File: config.mk
export PLATFORM = sky130hd
export DESIGN_NAME = fp_result_packer_flat
export DESIGN_NICKNAME = d
export VERILOG_FILES = /design/src/rtl/fp_pkg.sv /design/src/rtl/fp_result_packer_if.sv /design/src/rtl/fp_skid_buffer.sv /design/src/rtl/fp_result_packer.sv /design/src/flat_wrapper.sv
export SDC_FILE = /design/constraint.sdc
export NUM_CORES = 1
export LEC_CHECK = 0
export ABC_AREA = 0
export CAP_MARGIN = 20
export CORE_UTILIZATION = 30
export DETAILED_ROUTE_END_ITERATION = 8
export MAX_ROUTING_LAYER = met4
export PLACE_DENSITY_LB_ADDON = 0.25
export SLEW_MARGIN = 20
export SYNTH_ARGS = -nofsm -noshare
export SYNTH_HDL_FRONTEND = slang
export SYNTH_SLANG_ARGS = --single-unit
File: constraint.sdc
create_clock -name clk -period 2.5 [get_ports clk]
set_input_delay 0.5 -clock clk [delete_from_list [all_inputs] [get_ports clk]]
set_output_delay 0.5 -clock clk [all_outputs]
set_load 0.01 [all_outputs]
File: src/rtl/fp_pkg.sv
// Shared floating-point constants: standard field widths, flag bit positions,
// buffer occupancy encoding and the quiet-NaN mantissa pattern.
package fp_pkg;

   localparam int SP_EXP_W = 8;
   localparam int SP_MAN_W = 23;
   localparam int DP_EXP_W = 11;
   localparam int DP_MAN_W = 52;

   localparam int FLG_INV = 2;
   localparam int FLG_OVF = 1;
   localparam int FLG_UNF = 0;

   typedef enum logic [1:0] {
      BUF_EMPTY = 2'd0,
      BUF_ONE   = 2'd1,
      BUF_FULL  = 2'd2
   } buf_state_e;

   // Quiet NaN carries only the mantissa MSB; returns the pattern bit at idx.
   function automatic logic qnan_man_bit(input int idx, input int man_w);
      qnan_man_bit = (idx == man_w - 1) ? 1'b1 : 1'b0;
   endfunction

endpackage

File: src/rtl/fp_result_packer_if.sv
// Upstream/downstream valid-ready bundle of the result packer.
// The slave modport is the packer side; the master modport drives it.
interface fp_result_packer_if #(
   parameter int EXP_W = 8,
   parameter int MAN_W = 23
);
   logic                   in_valid;
   logic                   in_ready;
   logic                   in_sign;
   logic [EXP_W-1:0]       in_exp;
   logic [MAN_W-1:0]       in_man;
   logic                   in_overflow;
   logic                   in_underflow;
   logic                   in_invalid;
   logic                   out_valid;
   logic                   out_ready;
   logic [EXP_W+MAN_W:0]   out_result;
   logic [2:0]             out_flags;

   modport master (
      output in_valid, in_sign, in_exp, in_man, in_overflow, in_underflow, in_invalid,
      output out_ready,
      input  in_ready, out_valid, out_result, out_flags
   );

   modport slave (
      input  in_valid, in_sign, in_exp, in_man, in_overflow, in_underflow, in_invalid,
      input  out_ready,
      output in_ready, out_valid, out_result, out_flags
   );
endinterface

File: src/rtl/fp_skid_buffer.sv
// Generic-width two-entry valid/ready buffer (main output register plus skid register).
// in_ready is registered so it never depends combinationally on out_ready.
module fp_skid_buffer
   import fp_pkg::*;
#(
   parameter int W = 8
) (
   input  logic         clk,
   input  logic         rst_n,
   input  logic         in_valid_i,
   output logic         in_ready_o,
   input  logic [W-1:0] in_data_i,
   output logic         out_valid_o,
   input  logic         out_ready_i,
   output logic [W-1:0] out_data_o
);

   buf_state_e   state_q, state_d;
   logic [W-1:0] main_q, main_d;
   logic [W-1:0] skid_q, skid_d;
   logic         in_ready_q, in_ready_d;
   logic         out_valid_q, out_valid_d;
   logic         push_s;
   logic         pop_s;

   // Occupancy next-state and data movement between input, skid and main.
   always_comb begin
      push_s  = in_valid_i && in_ready_q;
      pop_s   = out_valid_q && out_ready_i;
      state_d = state_q;
      main_d  = main_q;
      skid_d  = skid_q;
      case (state_q)
         BUF_EMPTY: begin
            if (push_s) begin
               state_d = BUF_ONE;
               main_d  = in_data_i;
            end else begin
               state_d = BUF_EMPTY;
            end
         end
         BUF_ONE: begin
            if (push_s && !pop_s) begin
               state_d = BUF_FULL;
               skid_d  = in_data_i;
            end else if (push_s && pop_s) begin
               main_d  = in_data_i;
            end else if (pop_s) begin
               state_d = BUF_EMPTY;
            end else begin
               state_d = BUF_ONE;
            end
         end
         BUF_FULL: begin
            // in_ready is low here, so only a pop can happen.
            if (pop_s) begin
               state_d = BUF_ONE;
               main_d  = skid_q;
            end else begin
               state_d = BUF_FULL;
            end
         end
         default: begin
            state_d = BUF_EMPTY;
         end
      endcase
      in_ready_d  = (state_d != BUF_FULL);
      out_valid_d = (state_d != BUF_EMPTY);
   end

   // State, data and handshake registers.
   always_ff @(posedge clk or negedge rst_n) begin
      if (!rst_n) begin
         state_q     <= BUF_EMPTY;
         main_q      <= {W{1'b0}};
         skid_q      <= {W{1'b0}};
         in_ready_q  <= 1'b1;
         out_valid_q <= 1'b0;
      end else begin
         state_q     <= state_d;
         main_q      <= main_d;
         skid_q      <= skid_d;
         in_ready_q  <= in_ready_d;
         out_valid_q <= out_valid_d;
      end
   end

   assign in_ready_o  = in_ready_q;
   assign out_valid_o = out_valid_q;
   assign out_data_o  = main_q;

endmodule

File: src/rtl/fp_result_packer.sv
// Final FP stage: resolves NaN/inf/zero, packs {sign, exp, man} and buffers it.
// Optional FP_STICKY_FLAGS_EN adds flags_clr and an accumulating sticky_flags register.
module fp_result_packer
   import fp_pkg::*;
#(
   parameter int EXP_W = 8,
   parameter int MAN_W = 23
) (
   input  logic              clk,
   input  logic              rst_n,
   fp_result_packer_if.slave bus
`ifdef FP_STICKY_FLAGS_EN
   ,
   input  logic              flags_clr,
   output logic [2:0]        sticky_flags
`endif
);

   localparam int RES_W  = 1 + EXP_W + MAN_W;
   localparam int DATA_W = RES_W + 3;

   logic [MAN_W-1:0]  qnan_man_s;
   logic [RES_W-1:0]  res_s;
   logic [2:0]        flags_s;
   logic [DATA_W-1:0] out_data_s;

   // Special-value priority: invalid, then overflow, then underflow.
   always_comb begin
      for (int i = 0; i < MAN_W; i++) begin
         qnan_man_s[i] = qnan_man_bit(i, MAN_W);
      end
      flags_s          = 3'b000;
      flags_s[FLG_INV] = bus.in_invalid;
      flags_s[FLG_OVF] = bus.in_overflow;
      flags_s[FLG_UNF] = bus.in_underflow;
      if (bus.in_invalid) begin
         res_s = {1'b0, {EXP_W{1'b1}}, qnan_man_s};
      end else if (bus.in_overflow) begin
         res_s = {bus.in_sign, {EXP_W{1'b1}}, {MAN_W{1'b0}}};
      end else if (bus.in_underflow) begin
         res_s = {bus.in_sign, {EXP_W{1'b0}}, {MAN_W{1'b0}}};
      end else begin
         res_s = {bus.in_sign, bus.in_exp, bus.in_man};
      end
   end

   fp_skid_buffer #(
      .W (DATA_W)
   ) u_skid (
      .clk         (clk),
      .rst_n       (rst_n),
      .in_valid_i  (bus.in_valid),
      .in_ready_o  (bus.in_ready),
      .in_data_i   ({flags_s, res_s}),
      .out_valid_o (bus.out_valid),
      .out_ready_i (bus.out_ready),
      .out_data_o  (out_data_s)
   );

   assign bus.out_result = out_data_s[RES_W-1:0];
   assign bus.out_flags  = out_data_s[DATA_W-1:RES_W];

`ifdef FP_STICKY_FLAGS_EN
   logic [2:0] sticky_q, sticky_d;

   // A clear drops the old flags but keeps those of a coincident transfer.
   always_comb begin
      sticky_d = flags_clr ? 3'b000 : sticky_q;
      if (bus.out_valid && bus.out_ready) begin
         sticky_d = sticky_d | bus.out_flags;
      end else begin
         sticky_d = sticky_d | 3'b000;
      end
   end

   // Sticky flag register.
   always_ff @(posedge clk or negedge rst_n) begin
      if (!rst_n) begin
         sticky_q <= 3'b000;
      end else begin
         sticky_q <= sticky_d;
      end
   end

   assign sticky_flags = sticky_q;
`endif

endmodule

File: src/flat_wrapper.sv
// flat-port wrapper written by rule: the top's interface ports become plain ports
module fp_result_packer_flat import fp_pkg::*;
#(
   parameter int EXP_W = 8,
   parameter int MAN_W = 23
)
  (clk, rst_n, bus_in_valid, bus_in_sign, bus_in_exp, bus_in_man, bus_in_overflow, bus_in_underflow, bus_in_invalid, bus_out_ready, bus_in_ready, bus_out_valid, bus_out_result, bus_out_flags);
  fp_result_packer_if #(.EXP_W(EXP_W), .MAN_W(MAN_W)) bus_i ();
  input  logic clk;
  input  logic rst_n;
  input wire logic [$bits(bus_i.in_valid)-1:0] bus_in_valid;
  input wire logic [$bits(bus_i.in_sign)-1:0] bus_in_sign;
  input wire logic [$bits(bus_i.in_exp)-1:0] bus_in_exp;
  input wire logic [$bits(bus_i.in_man)-1:0] bus_in_man;
  input wire logic [$bits(bus_i.in_overflow)-1:0] bus_in_overflow;
  input wire logic [$bits(bus_i.in_underflow)-1:0] bus_in_underflow;
  input wire logic [$bits(bus_i.in_invalid)-1:0] bus_in_invalid;
  input wire logic [$bits(bus_i.out_ready)-1:0] bus_out_ready;
  output wire logic [$bits(bus_i.in_ready)-1:0] bus_in_ready;
  output wire logic [$bits(bus_i.out_valid)-1:0] bus_out_valid;
  output wire logic [$bits(bus_i.out_result)-1:0] bus_out_result;
  output wire logic [$bits(bus_i.out_flags)-1:0] bus_out_flags;
  assign bus_i.in_valid = bus_in_valid;
  assign bus_i.in_sign = bus_in_sign;
  assign bus_i.in_exp = bus_in_exp;
  assign bus_i.in_man = bus_in_man;
  assign bus_i.in_overflow = bus_in_overflow;
  assign bus_i.in_underflow = bus_in_underflow;
  assign bus_i.in_invalid = bus_in_invalid;
  assign bus_i.out_ready = bus_out_ready;
  assign bus_in_ready = bus_i.in_ready;
  assign bus_out_valid = bus_i.out_valid;
  assign bus_out_result = bus_i.out_result;
  assign bus_out_flags = bus_i.out_flags;
  fp_result_packer #(.EXP_W(EXP_W), .MAN_W(MAN_W)) u_core (.clk(clk), .rst_n(rst_n), .bus(bus_i));
endmodule
# Word level (Yosys, flattened, before mapping)
# Index checks and enable logic that the tools add are counted.
[op_classes] n_eq_ne=7 muxes=14 reduce_logical=10
[op_table] cell="35-bit 2-to-1 mux" count=4
[op_table] cell="35-bit case mux with 3 select lines" count=1
[op_table] cell="31-bit 2-to-1 mux" count=2
[op_table] cell="32-bit 2-to-1 mux" count=1
[op_table] cell="2-bit inequality test (second input constant)" count=5
[op_table] cell="2-bit 2-to-1 mux" count=3
[op_table] cell="2-bit case mux with 3 select lines" count=1
[op_table] cell="5-bit AND reduction" count=1
[op_table] cell="1-bit logical AND" count=4
[op_table] cell="3-bit nonzero test" count=1
[op_table] cell="2-bit by 1-bit equality test with 1-bit output (second input constant)" count=1
[op_table] cell="2-bit equality test (second input constant)" count=1
[op_table] cell="2-bit logical NOT" count=1
[op_table] cell="1-bit 2-to-1 mux" count=2
[op_table] cell="2-bit AND reduction" count=1
[op_table] cell="2-bit nonzero test" count=1
[op_table] cell="1-bit logical NOT" count=1
[word_totals] reg_bits=74 inputBits=39 output_inout_bits=37 elab_cells=36

# Depth between registers and ports, before layout
[depth] ltp_word=6 mapped_depth=6 depth_no_buf=3

# Modules after synthesis
# From an unflattened synthesis, not the netlist that was laid out.
[unflattened] hier_cells=328 hier_area_um2=3544.6
[modules_own_cells] module="fp_skid_buffer" n_inst=1 cells_each=282 area_per_inst_um2=3246.9 seq_area_each_um2=1853.0
[modules_own_cells] module="fp_result_packer" n_inst=1 cells_each=46 area_per_inst_um2=297.8 seq_area_each_um2=0.0

# Worst setup path after synthesis
# No wires, ideal clock.
[synth_timing] kind="reg-to-reg" from="register u_core.u_skid.in_ready_q (netlist: u_core.u_skid.in_ready_o)" to="register u_core.u_skid.main_q[12] (netlist: u_core.u_skid.out_data_o[12])" setup_time_ns=0.125 arrival_ns=1.564 path_slack_ns=0.811 stages_incl_launch_ff=5 path_buffers=1 path_cell_list="dfstp_2 nand2_1 o32ai_4 buf_6 mux2_4"
[synth_between] elab_chain_cells=4 word_cells_on_any_way=7
[synth_rtl] element="from (decl)" line="fp_skid_buffer.sv:21" rtl="logic in_ready_q, in_ready_d;"
[synth_rtl] element="from (signal assigned)" line="fp_skid_buffer.sv:83" rtl="in_ready_q <= in_ready_d;"
[synth_rtl] element="1-bit logical AND *" line="fp_skid_buffer.sv:28" rtl="push_s = in_valid_i && in_ready_q;"
[synth_rtl] element="1-bit logical AND (on tied branches)" line="fp_skid_buffer.sv:46, fp_skid_buffer.sv:43"
[synth_rtl] element="2-bit inequality test (no line)"
[synth_rtl] element="5-bit AND reduction (no line) *"
[synth_rtl] element="to (signal assigned)" line="fp_skid_buffer.sv:75" rtl="main_q <= {W{1'b0}};"
[synth_rtl] element="to (signal assigned)" line="fp_skid_buffer.sv:81" rtl="main_q <= main_d;"
[synth_rtl] element="to (decl)" line="fp_skid_buffer.sv:19" rtl="logic [W-1:0] main_q, main_d;"
# Mark *: on every way between the ends. The rest lies on a longest branch, timed or not.
# A chain may end at the register's enable or synchronous reset.

# Worst setup path after layout
[layout_timing] from="register u_core.u_skid.state_q[0]" to="register u_core.u_skid.main_q[31] (netlist: u_core.u_skid.out_data_o[31])"
[layout_between] elab_chain_cells=3 word_cells_on_any_way=10
[layout_rtl] element="from (decl)" line="fp_skid_buffer.sv:18" rtl="buf_state_e state_q, state_d;"
[layout_rtl] element="from (signal assigned)" line="fp_skid_buffer.sv:80" rtl="state_q <= state_d;"
[layout_rtl] element="2-bit by 1-bit equality test with 1-bit output (tied with other cells)" line="fp_skid_buffer.sv:33" rtl="case (state_q)"
[layout_rtl] element="2-bit inequality test (no line) / 3-bit nonzero test (equally long branches)"
[layout_rtl] element="5-bit AND reduction (no line)"
# Parallel ways exist; a longest one is shown, timed or not.

==> impl_results.rst <==
.. list-table::
   :header-rows: 1

   * - Metric
     - Value
   * - Drt wl/cell
     - 16.60 µm
   * - Final number of max-transition violations
     - 0
   * - Post-CTS Resized
     - 0
   * - Maximum level of the CTS H-tree
     - 3
   * - Placed Instances
     - 481
   * - CTS root buf
     - sky130_fd_sc_hd__clkbuf_16
   * - Worst Setup Start Kind
     - flip-flop
   * - Synthesis-stage register bit count
     - 74
   * - Seq/Total Area, Yosys
     - 0.5039
   * - Detail Placement HPWL
     - 5.375 mm
   * - Length of the first detailed-routing pass in iterations
     - 6
   * - Kind of end point of the critical path
     - flip-flop
   * - Fin Hold WS
     - 0.1469 ns
   * - Count of antenna-violating nets left after detailed routing
     - 0
   * - Max VDD drop
     - 0.0004890 V
   * - Clk buf depth
     - 2
   * - Total power density per cell area
     - 1092 nW/µm²
   * - Proportion of netlist area held by the largest area contributor
     - 0.4968
   * - Least-Margin Pin Slew
     - 0.5771 ns
   * - Lkg Pwr
     - 2.070 nW
   * - NumNets Final
     - 384
   * - Clock sink total
     - 74
   * - Synth top area cells
     - sky130_fd_sc_hd__dfrtp_1 50%, sky130_fd_sc_hd__mux2_2 25%, sky130_fd_sc_hd__nor4b_1 5.2%
   * - Final worst-path cycle share
     - 0.8269
   * - Setup clock skew after layout
     - 0.007416 ns
   * - Number of maximum-capacitance violations
     - 0
   * - CTS buffer count
     - 9
   * - Top cell type by total area after synthesis
     - sky130_fd_sc_hd__dfrtp_1
   * - Clock-pin slew on the worst setup and hold paths
     - 0.06 ns
   * - Total nets after synthesis
     - 308
   * - Effective utilization at floorplan
     - 0.3074
   * - Setup violators final
     - 0
   * - Number of top-level pins
     - 76
   * - Pin count of the biggest net entering global routing
     - 41
   * - Placed standard-cell area
     - 4607 µm²
   * - Total length of routed wires
     - 8.233 mm
   * - Setup repair after global routing missed its margin
     - false
   * - CTS hold repair buffers
     - 0
   * - RD Place Congestion
     - 0.7049
   * - Final non-filler cell area
     - 4925 µm²
   * - Critical path class
     - flip-flop to flip-flop
   * - Site Rows
     - 40
   * - Wire length of the first global-routing pass
     - 13.81 mm
   * - Die W
     - 112.7 µm
   * - Number of fillers in the final layout
     - 1126
   * - Die Y-Extent
     - 112.7 µm
   * - Min Tclk post-route
     - 2.067 ns
   * - FMAX
     - 0.4837 GHz
   * - Rel. slew slack
     - 0.6153
   * - Proportion of layout cells with a drive suffix above 1
     - 0.3668
   * - Total number of vias
     - 2459
   * - Die Footprint
     - 12700 µm²
   * - Area growth, synth to finish
     - 33.92%
   * - Required time of the worst setup path
     - 2.71 ns
   * - All-layer global routing usage
     - 0.1428
   * - Accumulated negative setup slack
     - 0 ns
   * - Number of DRC violations after detailed-routing iteration 0
     - 97
   * - Final routed DRC violation total
     - 0
   * - Yosys cell types
     - 30
   * - Data arrival time at the worst-slack endpoint
     - 2.27 ns
   * - Class of the worst hold path
     - input pin to async pin
   * - Top fanout value on the critical path
     - 14
   * - Gate count of the mapped netlist
     - 269
   * - Total global routing overflow
     - 0
   * - Non-filler cells in the finished layout
     - 496
   * - Register cell area after layout
     - 1853 µm²
   * - Post-CTS Setup Bufs
     - 0
   * - Via count normalized by instance count
     - 4.958
   * - Hold Vio Cnt, Final
     - 0
   * - Run status
     - complete, no violations
   * - Count of buffers inserted at the top-level ports
     - 75
   * - Area taken by multi-input logic gates
     - 1678 µm²
   * - Count of warnings emitted by yosys
     - 0
   * - Core Region
     - 11960 µm²
   * - Avg Cell Area, Syn
     - 13.67 µm²
   * - Antenna diode instance count
     - 0
   * - TritonCTS clock tree
     - yes
   * - Post-Syn Area
     - 3677 µm²
   * - Clock latency of the later-clocked register in the worst-skew pair
     - 0.32 ns
   * - Number of antenna violations at the first check in global routing
     - 0
   * - Number of global-route vias before repair
     - 2671
worst max-delay path, stage by stage (launching register included):
cell and delay, ns:
sky130_fd_sc_hd__dfrtp_1 0.64, sky130_fd_sc_hd__nand2b_2 0.43, sky130_fd_sc_hd__buf_4 0.26, sky130_fd_sc_hd__mux2_2 0.35, sky130_fd_sc_hd__mux2_4 0.26
Yosys cell counts:
| cell | n |
|---|---|
| sky130_fd_sc_hd__a22o_1 | 1 |
| sky130_fd_sc_hd__nor4b_1 | 22 |
| sky130_fd_sc_hd__buf_4 | 3 |
| sky130_fd_sc_hd__buf_2 | 5 |
| sky130_fd_sc_hd__nor2b_1 | 1 |
| sky130_fd_sc_hd__nand2b_1 | 9 |
| sky130_fd_sc_hd__and4_1 | 1 |
| sky130_fd_sc_hd__mux2_1 | 1 |
| sky130_fd_sc_hd__buf_1 | 1 |
| sky130_fd_sc_hd__o22ai_1 | 1 |
| sky130_fd_sc_hd__inv_1 | 1 |
| sky130_fd_sc_hd__buf_6 | 6 |
| sky130_fd_sc_hd__o21ai_0 | 1 |
| sky130_fd_sc_hd__mux2_4 | 12 |
| sky130_fd_sc_hd__nor3b_1 | 9 |
| sky130_fd_sc_hd__dfstp_2 | 1 |
| sky130_fd_sc_hd__o32ai_4 | 1 |
| sky130_fd_sc_hd__a21oi_1 | 3 |
| sky130_fd_sc_hd__dfrtp_1 | 73 |
| sky130_fd_sc_hd__a31oi_1 | 10 |
| sky130_fd_sc_hd__mux2_2 | 82 |
| sky130_fd_sc_hd__or3b_2 | 1 |
| sky130_fd_sc_hd__nor2_1 | 1 |
| sky130_fd_sc_hd__nand2_2 | 1 |
| sky130_fd_sc_hd__a21boi_4 | 1 |
| sky130_fd_sc_hd__clkbuf_1 | 7 |
| sky130_fd_sc_hd__and3b_1 | 1 |
| sky130_fd_sc_hd__nand2_1 | 11 |
| sky130_fd_sc_hd__a22oi_1 | 1 |
| sky130_fd_sc_hd__a41oi_1 | 1 |
state kept, by name (all words and copies together), names as in the netlist:
register                   flops
u_core.u_skid.out_data_o      35
u_core.u_skid.skid_q          35
u_core.u_skid.state_q          2
u_core.u_skid.in_ready_o       1
u_core.u_skid.out_valid_o      1
worst paths after layout:
path | startpoint | slack [ns] | endpoint | cells after the start
setup / recovery | u_core.u_skid.state_q[0] | 0.43 | u_core.u_skid.out_data_o[31] | 4
hold / removal | rst_n | 0.15 | u_core.u_skid.out_data_o[7] | 1
setup reg to reg | u_core.u_skid.state_q[0] | 0.43 | u_core.u_skid.out_data_o[31] | 4
hold reg to reg | u_core.u_skid.out_data_o[27] | 0.50 | u_core.u_skid.out_data_o[27] | 1
max in group asynchronous | rst_n | 1.72 | u_core.u_skid.in_ready_o | 2
min in group clk | u_core.u_skid.out_data_o[27] | 0.50 | u_core.u_skid.out_data_o[27] | 1
cell usage in the layout (no fill, tap or decap), types with 2 or more instances in the layout:
master / synthesis / final
sky130_fd_sc_hd__mux2_4: 12 / 12
sky130_fd_sc_hd__clkbuf_16: 0 / 9
sky130_fd_sc_hd__a21oi_1: 3 / 3
sky130_fd_sc_hd__mux2_2: 82 / 82
sky130_fd_sc_hd__buf_4: 3 / 9
sky130_fd_sc_hd__clkdlybuf4s50_1: 0 / 74
sky130_fd_sc_hd__nand2b_1: 9 / 8
sky130_fd_sc_hd__clkinv_2: 0 / 2
sky130_fd_sc_hd__nor3b_1: 9 / 9
sky130_fd_sc_hd__buf_12: 0 / 4
sky130_fd_sc_hd__a31oi_1: 10 / 10
sky130_fd_sc_hd__nand2_1: 11 / 11
sky130_fd_sc_hd__dfrtp_1: 73 / 73
sky130_fd_sc_hd__bufinv_16: 0 / 2
sky130_fd_sc_hd__nor4b_1: 22 / 22
routing by layer:
layer | part of all wire | track usage
met1 | 0.48 | 0.1843
met5 | 0 | -
met4 | 0.0096 | 0.04000
met3 | 0.040 | 0.03214
met2 | 0.47 | 0.2255
logic make-up after synthesis:
| group | count (synthesis) | synth area share |
|---|---|---|
| multiplexers | 95 | 0.3032 |
| flip-flops | 74 | 0.5039 |
| AND/OR/NAND/NOR | 57 | 0.1089 |
| buffers and inverters | 23 | 0.04049 |
| AO/OA/AOI/OAI | 20 | 0.04355 |
per-stage QoR:
stage | power, mW | worst slack [ns] | utilization
3_5_place_dp | 4.057 | 0.1914 | 0.3851
6_report | 5.378 | 0.4328 | 0.4117
3_3_place_gp | 4.016 | 0.2503 | 0.3851
4_1_cts | 5.461 | 0.4149 | 0.4117
2_1_floorplan | 3.235 | 0.8113 | -
5_1_grt | 5.690 | 0.3011 | 0.4117
final cells by class:
class,instances,area share
flip-flops and latches,74,0.3763
multi-input cells,172,0.3407
clock inverters,5,0.01601
clock buffers,10,0.04853
well taps,147,0.03735
repair buffers,87,0.1804
inverters,1,0.0007622
report_power, final:
group,total (mW),internal (mW),switching (mW)
logic,2.02,1.23,0.788
registers,1.99,1.66,0.325
clock network,1.37,0.893,0.476
total,5.38,3.79,1.59
Power figures use the tool's default switching activity.
